[src/rtl/rtc_bus_pkg.sv]
// Shared types and constants for the RTC multiplexed bus cycle controller.
// Strobe vectors are ordered {CSO, WRO, RDO, ADO}, all active low.
package rtc_bus_pkg;

  typedef enum logic [3:0] {
    IDLE     = 4'd0,
    A_SETUP  = 4'd1,
    A_STROBE = 4'd2,
    A_HOLD   = 4'd3,
    GAP      = 4'd4,
    D_SETUP  = 4'd5,
    D_STROBE = 4'd6,
    D_HOLD   = 4'd7,
    DONE     = 4'd8
  } state_t;

  localparam logic RW_WRITE = 1'b1;
  localparam logic RW_READ  = 1'b0;

  localparam logic [3:0] STB_IDLE  = 4'b1111;
  localparam logic [3:0] STB_A     = 4'b0110;
  localparam logic [3:0] STB_A_WR  = 4'b0010;
  localparam logic [3:0] STB_D     = 4'b0111;
  localparam logic [3:0] STB_D_WR  = 4'b0011;
  localparam logic [3:0] STB_D_RD  = 4'b0101;

endpackage

[src/rtl/rtc_phase_timer.sv]
// Per-state cycle counter for the RTC bus controller.
// Flags the final cycle of a sub-phase; cleared on every state entry.
module rtc_phase_timer #(
  parameter int T_PHASE = 10,
  parameter int CNT_W   = 8
) (
  input  logic clk,
  input  logic reset,
  input  logic clr,
  output logic tc
);

  localparam logic [CNT_W-1:0] TC_VAL = CNT_W'(T_PHASE - 1);

  logic [CNT_W-1:0] cnt;

  always_ff @(posedge clk or negedge reset) begin
    if (!reset) begin
      cnt <= '0;
    end else if (clr) begin
      cnt <= '0;
    end else begin
      cnt <= cnt + CNT_W'(1);
    end
  end

  assign tc = (cnt == TC_VAL);

endmodule

[src/rtl/rtc_bus_cycle_ctrl.sv]
// One RTC register access on the muxed address/data bus.
// Outputs are decoded from the next state and registered, so strobes are glitch-free.
module rtc_bus_cycle_ctrl
  import rtc_bus_pkg::*;
#(
  parameter int T_PHASE = 10,
  parameter int CNT_W   = 8
) (
  input  logic       clk,
  input  logic       reset,
  input  logic       start,
  input  logic       rw,
  input  logic [7:0] addr,
  input  logic [7:0] wdata,
  input  logic [7:0] bus_in,
  output logic       busy,
  output logic       done,
  output logic [7:0] rdata,
  output logic [7:0] bus_out,
  output logic       bus_oe,
  output logic       CSO,
  output logic       WRO,
  output logic       RDO,
  output logic       ADO
);

  state_t st, st_nxt;

  logic       tc;
  logic       clr;
  logic       accept;
  logic       rw_q, rw_n;
  logic [7:0] addr_q, addr_n;
  logic [7:0] wdata_q, wdata_n;

  logic [3:0] stb_n;
  logic       oe_n;
  logic [7:0] out_n;
  logic       busy_n;
  logic       done_n;

  assign accept = (st == IDLE) && start;
  assign clr    = (st_nxt != st) || (st == IDLE);

  // Outputs for A_SETUP are decoded on the accepting edge, before the latches load.
  assign rw_n    = accept ? rw    : rw_q;
  assign addr_n  = accept ? addr  : addr_q;
  assign wdata_n = accept ? wdata : wdata_q;

  rtc_phase_timer #(
    .T_PHASE (T_PHASE),
    .CNT_W   (CNT_W)
  ) u_timer (
    .clk   (clk),
    .reset (reset),
    .clr   (clr),
    .tc    (tc)
  );

  always_ff @(posedge clk or negedge reset) begin
    if (!reset) begin
      st <= IDLE;
    end else begin
      st <= st_nxt;
    end
  end

  always_comb begin
    st_nxt = st;
    unique case (st)
      IDLE:     if (start) st_nxt = A_SETUP;
      A_SETUP:  if (tc) st_nxt = A_STROBE;
      A_STROBE: if (tc) st_nxt = A_HOLD;
      A_HOLD:   if (tc) st_nxt = GAP;
      GAP:      if (tc) st_nxt = D_SETUP;
      D_SETUP:  if (tc) st_nxt = D_STROBE;
      D_STROBE: if (tc) st_nxt = D_HOLD;
      D_HOLD:   if (tc) st_nxt = DONE;
      DONE:     st_nxt = IDLE;
      default:  st_nxt = IDLE;
    endcase
  end

  always_comb begin
    stb_n  = STB_IDLE;
    oe_n   = 1'b0;
    out_n  = 8'h00;
    busy_n = 1'b1;
    done_n = 1'b0;
    unique case (st_nxt)
      IDLE: busy_n = 1'b0;
      A_SETUP, A_HOLD: begin
        stb_n = STB_A;
        oe_n  = 1'b1;
        out_n = addr_n;
      end
      A_STROBE: begin
        stb_n = STB_A_WR;
        oe_n  = 1'b1;
        out_n = addr_n;
      end
      GAP: stb_n = STB_IDLE;
      D_SETUP, D_HOLD: begin
        stb_n = STB_D;
        oe_n  = (rw_n == RW_WRITE);
        out_n = (rw_n == RW_WRITE) ? wdata_n : 8'h00;
      end
      D_STROBE: begin
        stb_n = (rw_n == RW_WRITE) ? STB_D_WR : STB_D_RD;
        oe_n  = (rw_n == RW_WRITE);
        out_n = (rw_n == RW_WRITE) ? wdata_n : 8'h00;
      end
      DONE: begin
        busy_n = 1'b0;
        done_n = 1'b1;
      end
      default: busy_n = 1'b0;
    endcase
  end

  always_ff @(posedge clk or negedge reset) begin
    if (!reset) begin
      rw_q    <= RW_READ;
      addr_q  <= 8'h00;
      wdata_q <= 8'h00;
    end else if (accept) begin
      rw_q    <= rw;
      addr_q  <= addr;
      wdata_q <= wdata;
    end
  end

  always_ff @(posedge clk or negedge reset) begin
    if (!reset) begin
      {CSO, WRO, RDO, ADO} <= STB_IDLE;
      bus_oe  <= 1'b0;
      bus_out <= 8'h00;
      busy    <= 1'b0;
      done    <= 1'b0;
    end else begin
      {CSO, WRO, RDO, ADO} <= stb_n;
      bus_oe  <= oe_n;
      bus_out <= out_n;
      busy    <= busy_n;
      done    <= done_n;
    end
  end

  // Sample on the last strobe cycle while RDO is still low.
  always_ff @(posedge clk or negedge reset) begin
    if (!reset) begin
      rdata <= 8'h00;
    end else if (st == D_STROBE && tc && rw_q == RW_READ) begin
      rdata <= bus_in;
    end
  end

endmodule

[config.mk]
export PLATFORM = sky130hd
export DESIGN_NAME = rtc_bus_cycle_ctrl
export DESIGN_NICKNAME = d
export VERILOG_FILES = /design/src/rtl/rtc_bus_pkg.sv /design/src/rtl/rtc_phase_timer.sv /design/src/rtl/rtc_bus_cycle_ctrl.sv
export SDC_FILE = /design/constraint.sdc
export NUM_CORES = 1
export LEC_CHECK = 0
export CAP_MARGIN = 15
export CELL_PAD_IN_SITES_DETAIL_PLACEMENT = 2
export CELL_PAD_IN_SITES_GLOBAL_PLACEMENT = 2
export CORE_ASPECT_RATIO = 1.2
export CORE_UTILIZATION = 40
export DETAILED_ROUTE_END_ITERATION = 16
export DONT_BUFFER_PORTS = 1
export HOLD_SLACK_MARGIN = 0.15
export PLACE_DENSITY_LB_ADDON = 0.05
export SKIP_CTS_REPAIR_TIMING = 1
export SYNTH_ARGS = -nofsm -noshare
export SYNTH_HDL_FRONTEND = slang
export SYNTH_SLANG_ARGS = --single-unit
export TNS_END_PERCENT = 50
[constraint.sdc]
create_clock -name clk -period 2.1 [get_ports clk]
set_input_delay 0.42 -clock clk [delete_from_list [all_inputs] [get_ports clk]]
set_output_delay 0.42 -clock clk [all_outputs]
set_load 0.005 [all_outputs]
Word-level counts from Yosys, hierarchy flattened
Cells that the tools add are included.

Register bits after elaboration: 52. Bits of input ports: 28. Output and inout port bits: 23. Logic and storage cells: 63.

Add/sub/neg operators: 1. Equal/unequal tests: 17. Muxes and demuxes: 20. Bitwise logic cells: 1. Reductions and logical operators: 10.

Operators by type and width (number): equality test 4 x 3 -> 1 bit, second input constant (8); two-way mux 4 bit (8); two-way mux 8 bit (4); one-hot mux 4 bit (8 select lines) (1); equality test 4 x 2 -> 1 bit, second input constant (4); one-hot mux 4 bit (4 select lines) (1); one-hot mux 8 bit (2 select lines) (1); adder 8 x 1 -> 8 bit, second input constant (1); equality test 4 x 1 -> 1 bit, second input constant (2); equality test 8 x 4 -> 1 bit, second input constant (1); OR reduction 7 bit (1); OR reduction 3 bit (2); equality test 4 bit, second input constant (1); logical NOT 4 bit (1); != test 4 bit (1); OR reduction 2 bit (2); logical AND 1 bit (3); two-way mux 1 bit (3); two-way mux 3 bit (1); one-hot mux 1 bit (2 select lines) (1); logical OR 1 bit (1); NOT 1 bit (1).

Depth between registers and ports, before layout
Depth after elaboration: 6. Gate-level depth with buffers: 8. Mapped depth without buffers: 6.

Modules after synthesis
Synthesis repeated with hierarchy kept, for this count alone.

Cell total of the unflattened synthesis: 165. Area, all modules: 2242.2 sq um.

By module, submodules not included: rtc_bus_cycle_ctrl (instances 1, cells an instance 127, area an instance 1850.5 sq um, sequential area each 1106.1 sq um); rtc_phase_timer (instances 1, cells an instance 38, area an instance 391.6 sq um, sequential area each 200.2 sq um).

Worst setup path before layout
Ideal clock, no wire load.

Path kind: reg-to-reg. Start point: register u_timer.cnt[1]. End point: register WRO. Setup time: 94 ps. Arrival time: 1720 ps. Data required time: 2006 ps. Setup slack: 286 ps. Cell stages (with the launch flop): 8. Buffers on the path: 1. Period minus slack after synthesis: 1814 ps. Cell sequence: dfrtp_1 > inv_1 > ha_1 > nor4b_4 > and2_0 > buf_4 > a221oi_2 > or4_1.

Cells in the longest elaborated chain, start to end: 6. Elaborated cells on any way between the ends: 18. Classes of those cells: 7 x eq/ne; 9 x mux; 2 x reduce/logical.

RTL lines: start, declared (RTL line rtc_phase_timer.sv:15) `logic [CNT_W-1:0] cnt;`; start signal, assigned (RTL line rtc_phase_timer.sv:23) `cnt <= cnt + CNT_W'(1);`; equality test 8 x 4 -> 1 bit * (RTL line rtc_phase_timer.sv:27) `assign tc = (cnt == TC_VAL);`; two-way mux 4 bit, or another cell as far along (RTL line rtc_bus_cycle_ctrl.sv:78) `D_HOLD: if (tc) st_nxt = DONE;`; one-hot mux 4 bit (8 select lines) * (RTL line rtc_bus_cycle_ctrl.sv:70) `unique case (st)`; named net st_nxt[0] (RTL line rtc_bus_cycle_ctrl.sv:27) `state_t st, st_nxt;`; equality test 4 x 3 -> 1 bit, or another cell as far along (RTL line rtc_bus_cycle_ctrl.sv:90) `unique case (st_nxt)`; OR reduction 2 bit, on equally long branches; one-hot mux 4 bit (4 select lines) * (RTL line rtc_bus_cycle_ctrl.sv:90); named net stb_n[2] (RTL line rtc_bus_cycle_ctrl.sv:36) `logic [3:0] stb_n;`; end signal, assigned (RTL line rtc_bus_cycle_ctrl.sv:141) `{CSO, WRO, RDO, ADO} <= stb_n;`; end, declared (RTL line rtc_bus_cycle_ctrl.sv:22) `output logic WRO,`.

Mark *: on every way through the listed nets, which the timed path passes. The rest lies on a longest branch. A chain may end at the register's enable or synchronous reset.

Worst setup path after layout
Start point: register u_timer.cnt[1]. End point: register bus_out[0].

Cells in the longest elaborated chain, start to end: 6. Elaborated cells on any way between the ends: 18. Classes of those cells: 7 x eq/ne; 9 x mux; 2 x reduce/logical.

RTL lines: equality test 8 x 4 -> 1 bit * (RTL line rtc_phase_timer.sv:27); two-way mux 4 bit, or another cell as far along (RTL line rtc_bus_cycle_ctrl.sv:78); one-hot mux 4 bit (8 select lines) * (RTL line rtc_bus_cycle_ctrl.sv:70); equality test 4 x 3 -> 1 bit, or another cell as far along (RTL line rtc_bus_cycle_ctrl.sv:90); OR reduction 3 bit (no source line); one-hot mux 8 bit (2 select lines) * (RTL line rtc_bus_cycle_ctrl.sv:90); named net out_n[0] (RTL line rtc_bus_cycle_ctrl.sv:38) `logic [7:0] out_n;`; end signal, assigned (RTL line rtc_bus_cycle_ctrl.sv:143) `bus_out <= out_n;`; end, declared (RTL line rtc_bus_cycle_ctrl.sv:19) `output logic [7:0] bus_out,`.

Marked as above.

==> impl_metrics.ini <==
[floorplan]
die_h_um = 83.17
initial_core_util_pct = 41.45
die_w_um = 69.64
ios = 51
num_rows = 29
coreArea_sq_um = 5298
dieArea_sq_um = 5791

[timing]
setup_viol_count_final = 0
timing.fmax_ghz = 0.5033
worst_clock_skew_ps = 4.338
rsz0062_at_grt = no
hold_viol_final = 0
min_period_ps = 1987
drv_slew = 0
tightest_slew_ps = 373.8
post-route-period-util_pct = 94.61
relSlewSlack_pct = 75.08

[clock_network]
htree_levels = 2
cts_tree = done
cts_root_buf = clkbuf_8
clk_pin_slew_worst_paths_ps = 90
cts.sinks = 52
cts-buffers-inserted = 5
clock_latency_ps = 300
cts.path.max_buffers = 2

[min_path]
hold_path_class = input port to register

[worst_setup_path]
crit_required_ps = 2290
reg2reg_depth = 6
arrival_ps = 2180
r2r_start = u_timer.cnt[1]$_DFF_PN0_
endpoint_kind = register
path_cells = inv_1 -> ha_1 -> nor4b_4 -> and2_1 -> o2111ai_4 -> o32ai_1
critPathMaxFanout = 9
worstReg2RegEnd = bus_out[0]$_DFF_PN0_
max_stage_delay_ps = 440
critical_path_class = register to register
start_kind = register
slowest_stage = dfrtp_1
r2r_setup_slack_ps = 110
crit_end = bus_out[0]$_DFF_PN0_
critPathLaunch = u_timer.cnt[1]$_DFF_PN0_

[power_and_ir_drop]
sw_frac_of_total_pct = 20.10
p_int_mw = 1.412
leakagePower_nw = 1.346
power.total_mw = 1.767
power_frac_seq_pct = 57.4
combPwrFrac_pct = 2.0
power_switching_mw = 0.3551
power_density_nw_per_um2 = 717.3
ir_worst_vdd_uv = 305.7
pwr-share-clk_pct = 40.6

[cells_and_area]
syn2layout_area_growth_pct = 12.19
nNetsFinal = 214
fin_area_sq_um = 2464
drive_above_1_share_pct = 21.62
fin_util_pct = 46.50
n_antenna_cell = 0

[flow_run]
max-cap-violations = 0

[logic_synthesis]
yosysTopAreaCellShare_pct = 54.70
synth_top_area_cell = dfrtp_1
seq_area_frac_synth_pct = 59.49
async_reset_ff_share_pct = 100.0
synth-seq-cells = 52
synthCells = 175
synthesis.area_sq_um = 2196
netlist_top_cells_area = dfrtp_1 (55%), mux2i_1 (7.7%), dfstp_2 (4.8%)
syn_nets = 205
yosys_warnings = 0
ys.flop_type = dfrtp_1
synth_area_per_cell_sq_um = 12.55
synth_common_cells = dfrtp_1 (48), inv_1 (19), mux2i_1 (17), nor2_1 (16), nand3_1 (9)
yosys.cell_count.top_type = dfrtp_1
synth_edf_count = 0
synth.distinct_cells = 37

[global_route]
antenna_found_initial = 0
grt_max_degree = 53
gr-usage-all-layers_pct = 17.34
grt_pass1_wl_mm = 7.797
grt_pass1_vias = 1536
grt_overflow = 0

[detailed_routing]
viasPerCell = 5.377
wl_mm = 4.563
wl_per_cell_um = 18.47
drc_errors = 0
drt_iter0_markers = 65
vias = 1328
firstDrtPassIters = 4
ant_nets = 0

[placement]
port_buffers = 0
hpwlAfterDp_mm = 3.268
gp_congestion = 0.7430
post_dp_cell_area_sq_um = 2285

[status]
status = complete, no violations
==> cell usage in the layout (no fill, tap or decap), types with 2 or more instances in the layout <==
master    count
o32ai_1       8
clkbuf_8      6
nor2b_1       2
mux2_2        8
dfstp_2       4
inv_1        19
mux2i_1      17
nand2b_1      2
buf_4         8
o21ai_0       2
nor2_1       16
dfrtp_1      48
ha_1          2
nand3_1       9
a21oi_1       2
xor2_1        7
==> critical path, delay by kind of cell, from the launching register on <==
| family | cells | cell delay [ps] |
|---|---|---|
| compound gates | 2 | 650 |
| fa+ha+maj | 1 | 140 |
| simple gates | 2 | 570 |
| flops | 1 | 440 |
| buf+inv | 1 | 80 |
==> power groups by stage <==
stage               logic, mW  registers (mW)  clock network (mW)
CTS                   0.00861            1.02               0.747
detailed placement    0.00861            1.03                   0
floorplan             0.00797            1.03                   0
finish                 0.0349            1.01               0.718
global placement      0.00804            1.03                   0
global route           0.0399            1.02               0.780
==> sequential cells by signal, indices dropped and copies added, names as in the netlist, 4 cells and up <==
register and flops:
addr_q 8, bus_out 8, rdata 8, st 4, u_timer.cnt 8, wdata_q 8
==> layout make-up <==
class                   instances  area (sq um)
multi-input cells              95         769.5
well taps                      62         77.57
flip-flops and latches         52          1306
clock buffers                   6         82.58
inverters                      19         71.32
repair buffers                 11         117.6
fillers                       532          2834
clock inverters                 2         38.79
==> worst min path at each step <==
stage / start / to / slack (ps) / depth (start not counted)
2_1_floorplan: reset / addr_q[0]$_DFF_PN0_ / 120 / 0
3_3_place_gp: reset / rdata[5]$_DFFE_PN0P_ / 130 / 0
3_5_place_dp: reset / rdata[5]$_DFFE_PN0P_ / 130 / 0
4_1_cts: reset / bus_out[1]$_DFF_PN0_ / -210 / 0
5_1_grt: bus_in[5] / rdata[5]$_DFFE_PN0P_ / 240 / 1
6_report: bus_in[0] / rdata[0]$_DFFE_PN0P_ / 260 / 1
==> layer usage <==
| layer | GRT usage [%] | wire length [um] |
|---|---|---|
| met5 | 0 | 0 |
| met4 | 6.000 | 68 |
| met3 | 4.005 | 138 |
| met2 | 31.69 | 2476 |
| met1 | 19.62 | 1878 |
==> metrics by stage <==
step | worst slack (ps) | setup TNS [ps] | hold slack, ps | std cells
after floorplan | 285.9 | 0 | 124.4 | 175
final | 113.2 | 0 | 259.7 | 247
after CTS | -7.662 | -11.42 | -214.8 | 244
after detailed placement | 11.10 | 0 | 125.5 | 236
after global routing | 15.25 | 0 | 244.2 | 247
after global placement | 136.5 | 0 | 125.4 | 236
==> logic make-up after synthesis <==
family          count (synthesis)  synth area share [%]
mux                            25                 11.85
compound gates                 19                 8.092
fa+ha+maj                       2                 1.139
flops                          52                 59.49
simple gates                   41                 10.77
buf+inv                        28                 5.470
xor+xnor                        8                 3.191
Note: power is estimated with default switching activity, not from simulation.
